## config.mk

```make
export PLATFORM = sky130hd
export DESIGN_NAME = datapath_flat
export DESIGN_NICKNAME = d
export VERILOG_FILES = /design/src/rtl/arm_pkg.sv /design/src/rtl/datapath_if.sv /design/src/rtl/datapath_regfile.sv /design/src/rtl/datapath.sv /design/src/flat_wrapper.sv
export SDC_FILE = /design/constraint.sdc
export NUM_CORES = 2
export LEC_CHECK = 0
export CORE_MARGIN = 2
export CORE_UTILIZATION = 60
export DETAILED_ROUTE_END_ITERATION = 16
export DONT_BUFFER_PORTS = 1
export PLACE_DENSITY = 0.74
export SYNTH_ARGS = -nofsm -noshare
export SYNTH_HDL_FRONTEND = slang
export SYNTH_SLANG_ARGS = --single-unit
```

## constraint.sdc

```tcl
create_clock -name clk -period 28.8 [get_ports clk]
set_input_delay 8.64 -clock clk [delete_from_list [all_inputs] [get_ports clk]]
set_output_delay 8.64 -clock clk [all_outputs]
set_load 0.005 [all_outputs]
```

## src/rtl/arm_pkg.sv

```systemverilog
// ---------------------------------------------------------------------------
// arm_pkg: control encodings and flag indices shared by controller/datapath
// Revision: 1.0
// ---------------------------------------------------------------------------
`default_nettype none

package arm_pkg;

    typedef enum logic [1:0] {
        SRCA_REG  = 2'b00,
        SRCA_PC   = 2'b01,
        SRCA_RSV2 = 2'b10,
        SRCA_RSV3 = 2'b11
    } alusrca_e;

    typedef enum logic [1:0] {
        SRCB_WD   = 2'b00,
        SRCB_IMM  = 2'b01,
        SRCB_FOUR = 2'b10,
        SRCB_ZERO = 2'b11
    } alusrcb_e;

    typedef enum logic [1:0] {
        RES_ALUOUT  = 2'b00,
        RES_DATA    = 2'b01,
        RES_ALU     = 2'b10,
        RES_ALUOUT2 = 2'b11
    } resultsrc_e;

    typedef enum logic [1:0] {
        IMM_8    = 2'b00,
        IMM_12   = 2'b01,
        IMM_BR   = 2'b10,
        IMM_ZERO = 2'b11
    } immsrc_e;

    typedef enum logic [1:0] {
        ALU_ADD = 2'b00,
        ALU_SUB = 2'b01,
        ALU_AND = 2'b10,
        ALU_ORR = 2'b11
    } aluctl_e;

    localparam int unsigned FLAG_N = 3;
    localparam int unsigned FLAG_Z = 2;
    localparam int unsigned FLAG_C = 1;
    localparam int unsigned FLAG_V = 0;

endpackage

`default_nettype wire

```

## src/rtl/datapath_if.sv

```systemverilog
// ---------------------------------------------------------------------------
// datapath_if: controller/memory <-> datapath signal bundle
// Revision: 1.0
// ---------------------------------------------------------------------------
`default_nettype none

interface datapath_if;
    import arm_pkg::*;

    logic [31:0] ReadData;
    logic [31:0] Adr;
    logic [31:0] WriteData;
    logic [31:0] Instr;
    logic [3:0]  ALUFlags;
    logic        PCWrite;
    logic        RegWrite;
    logic        IRWrite;
    logic        AdrSrc;
    logic [1:0]  RegSrc;
    alusrca_e    ALUSrcA;
    alusrcb_e    ALUSrcB;
    resultsrc_e  ResultSrc;
    immsrc_e     ImmSrc;
    aluctl_e     ALUControl;

    modport master (
        output ReadData, PCWrite, RegWrite, IRWrite, AdrSrc, RegSrc,
               ALUSrcA, ALUSrcB, ResultSrc, ImmSrc, ALUControl,
        input  Adr, WriteData, Instr, ALUFlags
    );

    modport slave (
        input  ReadData, PCWrite, RegWrite, IRWrite, AdrSrc, RegSrc,
               ALUSrcA, ALUSrcB, ResultSrc, ImmSrc, ALUControl,
        output Adr, WriteData, Instr, ALUFlags
    );

endinterface

`default_nettype wire

```

## src/rtl/datapath_regfile.sv

```systemverilog
// ---------------------------------------------------------------------------
// regfile: r0-r14, two combinational reads, one synchronous write, r15 bypass
// Revision: 1.0
// ---------------------------------------------------------------------------
`default_nettype none

module regfile (
    input  wire logic        clk,
    input  wire logic        reset,
    input  wire logic [3:0]  ra1_i,
    input  wire logic [3:0]  ra2_i,
    input  wire logic [3:0]  wa_i,
    input  wire logic        we_i,
    input  wire logic [31:0] wd_i,
    input  wire logic [31:0] r15_i,
    output logic      [31:0] rd1_o,
    output logic      [31:0] rd2_o
);

    logic [31:0] regs_q [0:14];

    // r15 is not storage: writes to it are dropped, the PC owns that value
    always_ff @(posedge clk) begin
        if (reset) begin
            for (int i = 0; i < 15; i++) begin
                regs_q[i] <= '0;
            end
        end else if (we_i && (wa_i != 4'hF)) begin
            regs_q[wa_i] <= wd_i;
        end
    end

    assign rd1_o = (ra1_i == 4'hF) ? r15_i : regs_q[ra1_i];
    assign rd2_o = (ra2_i == 4'hF) ? r15_i : regs_q[ra2_i];

endmodule

`default_nettype wire

```

## src/rtl/datapath.sv

```systemverilog
// ---------------------------------------------------------------------------
// datapath: multicycle ARM datapath (PC, regfile, IR/Data/A/B/ALUOut, ALU)
// Revision: 1.0
// ---------------------------------------------------------------------------
`default_nettype none

module datapath
    import arm_pkg::*;
(
    input  wire logic  clk,
    input  wire logic  reset,
    datapath_if.slave  bus
);

    logic [31:0] pc_q, pc_d;
    logic [31:0] ir_q, ir_d;
    logic [31:0] data_q;
    logic [31:0] a_q;
    logic [31:0] wd_q;
    logic [31:0] aluout_q;

    logic [3:0]  ra1, ra2;
    logic [31:0] rd1, rd2;
    logic [31:0] ext_imm, src_a, src_b, b_op, alu_result, result;
    logic [32:0] sum;
    logic        is_sub, is_arith;

    assign ra1 = bus.RegSrc[0] ? 4'hF : ir_q[19:16];
    assign ra2 = bus.RegSrc[1] ? ir_q[15:12] : ir_q[3:0];

    regfile u_regfile (
        .clk   (clk),
        .reset (reset),
        .ra1_i (ra1),
        .ra2_i (ra2),
        .wa_i  (ir_q[15:12]),
        .we_i  (bus.RegWrite),
        .wd_i  (result),
        .r15_i (result),
        .rd1_o (rd1),
        .rd2_o (rd2)
    );

    always_comb begin
        ext_imm = '0;
        case (bus.ImmSrc)
            IMM_8:    ext_imm = {24'd0, ir_q[7:0]};
            IMM_12:   ext_imm = {20'd0, ir_q[11:0]};
            IMM_BR:   ext_imm = {{6{ir_q[23]}}, ir_q[23:0], 2'b00};
            default:  ext_imm = '0;
        endcase
    end

    assign src_a = (bus.ALUSrcA == SRCA_PC) ? pc_q : a_q;

    always_comb begin
        src_b = '0;
        case (bus.ALUSrcB)
            SRCB_WD:   src_b = wd_q;
            SRCB_IMM:  src_b = ext_imm;
            SRCB_FOUR: src_b = 32'd4;
            default:   src_b = '0;
        endcase
    end

    // Subtract reuses the adder as A + ~B + 1, so carry-out is NOT borrow
    assign is_sub   = (bus.ALUControl == ALU_SUB);
    assign is_arith = (bus.ALUControl == ALU_ADD) || is_sub;
    assign b_op     = is_sub ? ~src_b : src_b;
    assign sum      = {1'b0, src_a} + {1'b0, b_op} + {32'd0, is_sub};

    always_comb begin
        alu_result = sum[31:0];
        case (bus.ALUControl)
            ALU_AND: alu_result = src_a & src_b;
            ALU_ORR: alu_result = src_a | src_b;
            default: alu_result = sum[31:0];
        endcase
    end

    always_comb begin
        bus.ALUFlags         = '0;
        bus.ALUFlags[FLAG_N] = alu_result[31];
        bus.ALUFlags[FLAG_Z] = (alu_result == 32'd0);
        bus.ALUFlags[FLAG_C] = is_arith & sum[32];
        bus.ALUFlags[FLAG_V] = is_arith & (src_a[31] == b_op[31])
                                        & (sum[31] != src_a[31]);
    end

    always_comb begin
        result = aluout_q;
        case (bus.ResultSrc)
            RES_DATA: result = data_q;
            RES_ALU:  result = alu_result;
            default:  result = aluout_q;
        endcase
    end

    assign pc_d = bus.PCWrite ? result : pc_q;
    assign ir_d = bus.IRWrite ? bus.ReadData : ir_q;

    always_ff @(posedge clk) begin
        if (reset) begin
            pc_q     <= '0;
            ir_q     <= '0;
            data_q   <= '0;
            a_q      <= '0;
            wd_q     <= '0;
            aluout_q <= '0;
        end else begin
            pc_q     <= pc_d;
            ir_q     <= ir_d;
            data_q   <= bus.ReadData;
            a_q      <= rd1;
            wd_q     <= rd2;
            aluout_q <= alu_result;
        end
    end

    assign bus.Adr       = bus.AdrSrc ? result : pc_q;
    assign bus.Instr     = ir_q;
    assign bus.WriteData = wd_q;

endmodule

`default_nettype wire

```

## src/flat_wrapper.sv

```systemverilog
// flat-port wrapper written by rule: the top's interface ports become plain ports
module datapath_flat import arm_pkg::*;
  (clk, reset, bus_ReadData, bus_PCWrite, bus_RegWrite, bus_IRWrite, bus_AdrSrc, bus_RegSrc, bus_ALUSrcA, bus_ALUSrcB, bus_ResultSrc, bus_ImmSrc, bus_ALUControl, bus_Adr, bus_WriteData, bus_Instr, bus_ALUFlags);
  datapath_if bus_i ();
  input  wire logic clk;
  input  wire logic reset;
  input wire logic [$bits(bus_i.ReadData)-1:0] bus_ReadData;
  input wire logic [$bits(bus_i.PCWrite)-1:0] bus_PCWrite;
  input wire logic [$bits(bus_i.RegWrite)-1:0] bus_RegWrite;
  input wire logic [$bits(bus_i.IRWrite)-1:0] bus_IRWrite;
  input wire logic [$bits(bus_i.AdrSrc)-1:0] bus_AdrSrc;
  input wire logic [$bits(bus_i.RegSrc)-1:0] bus_RegSrc;
  input wire logic [$bits(bus_i.ALUSrcA)-1:0] bus_ALUSrcA;
  input wire logic [$bits(bus_i.ALUSrcB)-1:0] bus_ALUSrcB;
  input wire logic [$bits(bus_i.ResultSrc)-1:0] bus_ResultSrc;
  input wire logic [$bits(bus_i.ImmSrc)-1:0] bus_ImmSrc;
  input wire logic [$bits(bus_i.ALUControl)-1:0] bus_ALUControl;
  output wire logic [$bits(bus_i.Adr)-1:0] bus_Adr;
  output wire logic [$bits(bus_i.WriteData)-1:0] bus_WriteData;
  output wire logic [$bits(bus_i.Instr)-1:0] bus_Instr;
  output wire logic [$bits(bus_i.ALUFlags)-1:0] bus_ALUFlags;
  assign bus_i.ReadData = bus_ReadData;
  assign bus_i.PCWrite = bus_PCWrite;
  assign bus_i.RegWrite = bus_RegWrite;
  assign bus_i.IRWrite = bus_IRWrite;
  assign bus_i.AdrSrc = bus_AdrSrc;
  assign bus_i.RegSrc = bus_RegSrc;
  assign bus_i.ALUSrcA = bus_ALUSrcA;
  assign bus_i.ALUSrcB = bus_ALUSrcB;
  assign bus_i.ResultSrc = bus_ResultSrc;
  assign bus_i.ImmSrc = bus_ImmSrc;
  assign bus_i.ALUControl = bus_ALUControl;
  assign bus_Adr = bus_i.Adr;
  assign bus_WriteData = bus_i.WriteData;
  assign bus_Instr = bus_i.Instr;
  assign bus_ALUFlags = bus_i.ALUFlags;
  datapath u_core (.clk(clk), .reset(reset), .bus(bus_i));
endmodule
```

; ---- Word level (Yosys, flattened, before mapping)
; Memory sizes are Yosys's and may differ from the RTL's.
; Cells that the tools add are included.
[totals]
n_memories = 1
ff_bits = 192
ram_bits = 480
[mem_list]
columns = memory, words, word_bits, read_ports, rd_ports_with_merged_regs, write_ports, line_no
row1 = u_core.u_regfile.regs_q, 15, 32, 2, 0, 15, datapath_regfile.sv:20  ; logic [31:0] regs_q [0:14];
[op_classes]
bitwise_logic = 6
muxes = 19
reduce_logical = 7
n_addsub = 2
n_eq_ne = 15
[op_table]
columns = operator, n
row1 = $mux W32, 6
row2 = $pmux W32 S3, 2
row3 = $pmux W32 S2, 2
row4 = $add A32 B32 Y33, 1
row5 = $add A33 B1 Y33, 1
row6 = $and A32 B32 Y32, 1
row7 = $logic_not A32 Y1, 1
row8 = $not A32 Y32, 1
row9 = $or A32 B32 Y32, 1
row10 = $reduce_or A32 Y1, 1
row11 = $mux W4, 3
row12 = $eq A2 B1 Y1 const B, 5
row13 = $eq A2 B2 Y1 const B, 5
row14 = $eq A4 B4 Y1 const B, 2
row15 = $logic_not A2 Y1, 3
row16 = $mux W1, 6
row17 = $ne A4 B4 Y1 const B, 1
row18 = $and A1 B1 Y1, 3
row19 = $eq A1 B1 Y1, 1
row20 = $logic_and A1 B1 Y1, 1
row21 = $logic_or A1 B1 Y1, 1
row22 = $ne A1 B1 Y1, 1

; ---- Longest topological paths before layout
[logic_depth]
depth_word = 10
depth_mapped = 20
ltp_nobuf = 16

; ---- By module
; From an unflattened synthesis, not the netlist that was laid out.
[unflattened]
hier_cells = 3130
hier_area_um2 = 36902.9
[modules_own_cells]
columns = mod, cells_per_inst, seq_area_each_um2, area_per_inst_um2, instances
row1 = regfile, 1901, 14413.8, 26043.7, 1
row2 = datapath, 1229, 3843.7, 10859.2, 1

; ---- Worst setup path after synthesis
; OpenSTA, ideal clock, no wires.
[synth_timing]
kind = input-to-output
start = in bus_ALUControl[1]
end = out bus_Adr[28]
t_required_ns = 20.160
setup_slack_ns = 7.347
path_stages = 18
path_buffers = 4
arrival_time_ns = 12.813
path_cell_list = clkbuf_1 clkinv_1 clkbuf_1 nand2_1 clkbuf_1 xnor2_1 ha_1 buf_6 a211oi_1 o21bai_1 a2111o_1 a211o_1 and3_4 o21ai_2 mux2i_1 a21oi_2 inv_2 mux2_2
[synth_via]
elab_chain_cells = 7
word_cells_on_any_way = 9
classes_between = add/sub: 2 / eq/ne: 3 / mux: 4
[synth_rtl]
columns = element, line_no
row1 = from (decl), flat_wrapper.sv:17  ; input wire logic [$bits(bus_i.ALUControl)-1:0] bus_ALUControl;
row2 = $eq A2 B1 Y1, datapath.sv:67  ; assign is_sub = (bus.ALUControl == ALU_SUB);
row3 = $mux W32, datapath.sv:69  ; assign b_op = is_sub ? ~src_b : src_b;
row4 = $add A32 B32 Y33, datapath.sv:70  ; assign sum = {1'b0, src_a} + {1'b0, b_op} + {32'd0, is_sub};
row5 = $add A33 B1 Y33, datapath.sv:70
row6 = $pmux W32 S2 *, datapath.sv:74  ; case (bus.ALUControl)
row7 = $pmux W32 S2 *, datapath.sv:92  ; case (bus.ResultSrc)
row8 = via u_core.result[28], datapath.sv:24  ; logic [31:0] ext_imm, src_a, src_b, b_op, alu_result, result;
row9 = $mux W32 *, datapath.sv:120  ; assign bus.Adr = bus.AdrSrc ? result : pc_q;
row10 = to (decl), flat_wrapper.sv:18  ; output wire logic [$bits(bus_i.Adr)-1:0] bus_Adr;
; The timed path passes the listed nets; every way through them passes the cells marked *.

; ---- Final worst setup path
[layout_timing]
start = in bus_ALUControl[1]
end = out bus_Adr[13]
[layout_via]
elab_chain_cells = 7
word_cells_on_any_way = 9
classes_between = add/sub: 2 / eq/ne: 3 / mux: 4
[layout_rtl]
columns = element, line_no
row1 = $eq A2 B1 Y1, datapath.sv:67
row2 = $mux W32, datapath.sv:69
row3 = $add A32 B32 Y33, datapath.sv:70
row4 = $add A33 B1 Y33, datapath.sv:70
row5 = $pmux W32 S2 *, datapath.sv:74
row6 = $pmux W32 S2 *, datapath.sv:92
row7 = $mux W32 *, datapath.sv:120
; Every way passes the cells marked *; elsewhere a longest branch is shown, timed or not.

==> metrics.md <==
| Metric | Value |
|---|---|
| Status | finished clean |
| Yosys warning count | 0 |
| Synth Cell Area | 0.0360 mm^2 |
| Core Box Area | 0.0591 mm^2 |
| Crit path required time | 20160 ps |
| Buffer levels on the longest clock path | 3 |
| Nets | 3221 |
| CTS Buf Count | 73 |
| Met1 WL | 44.8 mm |
| Post-synth top flop | edfxtp_1 |
| Yosys top cell by area | edfxtp_1 |
| TNS Setup | 0 ps |
| CP Data Arrival Time | 13530 ps |
| Rel. slew slack | 10.9% |
| DR DRC count | 0 |
| ANT nets after route | 0 |
| Die height | 249 um |
| Startpoint types | primary input |
| DRT Pass-1 Iters | 7 |
| Top post-synthesis cells by count | nor2_1 (656), edfxtp_1 (495), nand2_1 (227) |
| Worst vdd ir | 59.0 uV |
| CTS Sinks | 687 |
| Register area share after synthesis | 52.0% |
| Register bit total from synthesis | 687 |
| RSZ-0062 raised after global routing | no |
| Postcts setup bufs | 0 |
| CTS Hold Bufs | 0 |
| Period utilization | 77.0% |
| PnR worst setup slack | 6630 ps |
| Place WS | 6750 ps |
| Worst skew pair latency | 640 ps |
| Wirelength per Cell | 33.6 um |
| Max-Cap Viols | 0 |
| # IOs | 150 |
| Fin. max-slew vios | 0 |
| H-tree depth | 3 |
| Yosys top cell area share | 41.3% |
| FMAX | 0.0451 GHz |
| Critical path, cell by cell | clkinv_1 > buf_4 > nand2_1 > xnor2_1 > ha_1 > a21oi_1 > o21ai_0 > o21ai_1 > o21ai_1 > xnor2_1 > mux2i_1 > a22o_1 > mux2i_2 > mux2i_1 |
| Via density | 7.36 |
| Slowest-stage cell, CP | mux2i_2 |
| # rows | 89 |
| Die Area | 0.0620 mm^2 |
| Endpoint type of the worst setup path | output port |
| Iteration-0 DRC Markers | 5063 |
| Die X | 249 um |
| Avg Inst Size Synth | 11.1 um^2 |
| Tmin final | 22170 ps |
| CP max FO | 56 |
| Max layer used | met4 |
| Grt total ovfl | 0 |
| LEAKAGE | 0.0141 uW |
| Post-cts repair resize count | 0 |
| Initial Util | 60.9% |
| Area contributors post-synth | edfxtp_1 (41%), mux4_2 (11%), dfxtp_1 (11%) |
| First-pass GRT wire length | 192 mm |
| Clock Skews | 27.0 ps |
| Vias in the first global route | 28639 |
| Met3 Routed Length | 21.4 mm |
| Worst-margin pin slew | 1300 ps |
| WHS | 494 ps |
| Initial antenna violation count | 9 |
| CP max stage delay | 820 ps |
| Layout area overhead | 8.78% |
| Via Count | 29233 |
| CTS tree | built |
| Clk root buf | clkbuf_16 |
| Number of synthesized flops with an enable pin | 495 |
| Met2 Wirelength | 59.5 mm |
| Post-synth ARST share | 0% |
| Syn Inst Count | 3247 |
| WS Path Type | primary input to output port |
| Layout cell share with drive strength beyond 1 | 15.6% |
| Most common cell in the netlist | nor2_1 |
| PortBufs | 0 |
| Hold Path Class | flop to flop |
| Final GP Congestion | 0.960 |
| HPWL Detailed | 80.2 mm |
| Cell Pwr Density | 64.5 mW/mm^2 |
| Setup violators final | 0 |
| Pin count of the biggest net entering global routing | 211 |
| Synth unique cells | 95 |
| Final Hold Vio Count | 0 |
| GRT Total Usage | 42.6% |
| Clock-pin transition on the worst setup and hold timing paths | 60 ps |
| Routed WL | 133 mm |
[where the power goes]
part           total [uW]  leakage [uW]  internal, uW  switching (uW)
Clock                 957       0.00117           547             410
Combinational         411       0.00623           142             269
Sequential           1160       0.00669          1110            45.5
[cells in the final DEF, fill, tap and decap left out, types with 49 or more instances in the layout]
master / netlist / layout
mux4_2: 171 / 171
dfxtp_1: 192 / 190
nor2b_1: 71 / 70
nand3_1: 52 / 52
inv_1: 56 / 56
nor2_1: 656 / 649
mux2i_1: 115 / 109
edfxtp_1: 495 / 495
a21oi_1: 135 / 134
clkbuf_16: 0 / 74
o22ai_1: 49 / 49
nand2_1: 227 / 227
buf_4: 4 / 96
o21ai_0: 74 / 74
[cells by family after synthesis]
logic type               synth area share (%)
AND/OR/NAND/NOR                          13.9
flip-flops                               52.0
AO/OA/AOI/OAI                            12.2
buffers and inverters                    3.99
multiplexers                             15.4
adder cells (fa/ha/maj)                  1.68
XOR/XNOR                                0.949
other                                  0.0104
[worst max-delay path, delay by kind of cell]
| kind | cells | cell delay, ps |
|---|---|---|
| AO/OA/AOI/OAI | 5 | 1820 |
| XOR/XNOR | 2 | 420 |
| adder cells (fa/ha/maj) | 1 | 380 |
| buffers and inverters | 2 | 470 |
| multiplexers | 3 | 1370 |
| AND/OR/NAND/NOR | 1 | 410 |
[path summary, 6_finish.rpt]
check | from | end | slack, ps | cells after the start
setup / recovery | bus_ALUControl[1] | bus_Adr[13] | 6630 | 14
hold / removal | u_core.pc_q[22]$_SDFFE_PP0P_ | u_core.pc_q[22]$_SDFFE_PP0P_ | 490 | 2
setup reg to reg | u_core.bus.Instr[2]$_SDFFE_PP0P_ | u_core.bus.WriteData[17]$_SDFF_PP0_ | 22790 | 14
hold reg to reg | u_core.pc_q[22]$_SDFFE_PP0P_ | u_core.pc_q[22]$_SDFFE_PP0P_ | 490 | 2
[per-layer routing]
metal	vias to the layer above	track usage [%]
met1	14055	53.7
met3	626	15.6
met5	-	0
met2	2733	65.1
met4	0	21.1
li1	11819	-
[state kept, by name, summed over array words and instances, names as in the netlist]
name,flops
u_core.pc_q,32
u_core.u_regfile.regs_q,495
u_core.bus.WriteData,32
u_core.data_q,32
u_core.a_q,32
u_core.bus.Instr,32
u_core.aluout_q,32
[area by class of cell]
| type | count | area, um^2 |
|---|---|---|
| diodes | 2 | 5.00 |
| clock buffers | 106 | 2050 |
| clock inverters | 29 | 362 |
| fillers | 4409 | 20000 |
| inverters | 61 | 229 |
| multi-input cells | 2217 | 16100 |
| flip-flops and latches | 687 | 18700 |
| well taps | 773 | 967 |
| repair buffers | 97 | 741 |
[through the flow]
step / utilization, % / total power [uW] / area (um^2) / std cells
6_report: 66.2 / 2530 / 39200 / 3972
5_1_grt: 66.2 / 2590 / 39200 / 3970
4_1_cts: 66.2 / 2510 / 39200 / 3970
2_1_floorplan: - / 1430 / 36100 / 3261
3_3_place_gp: 62.2 / 1560 / 36800 / 3835
3_5_place_dp: 62.2 / 1570 / 36800 / 3835
(Power assumes the default switching activity.)
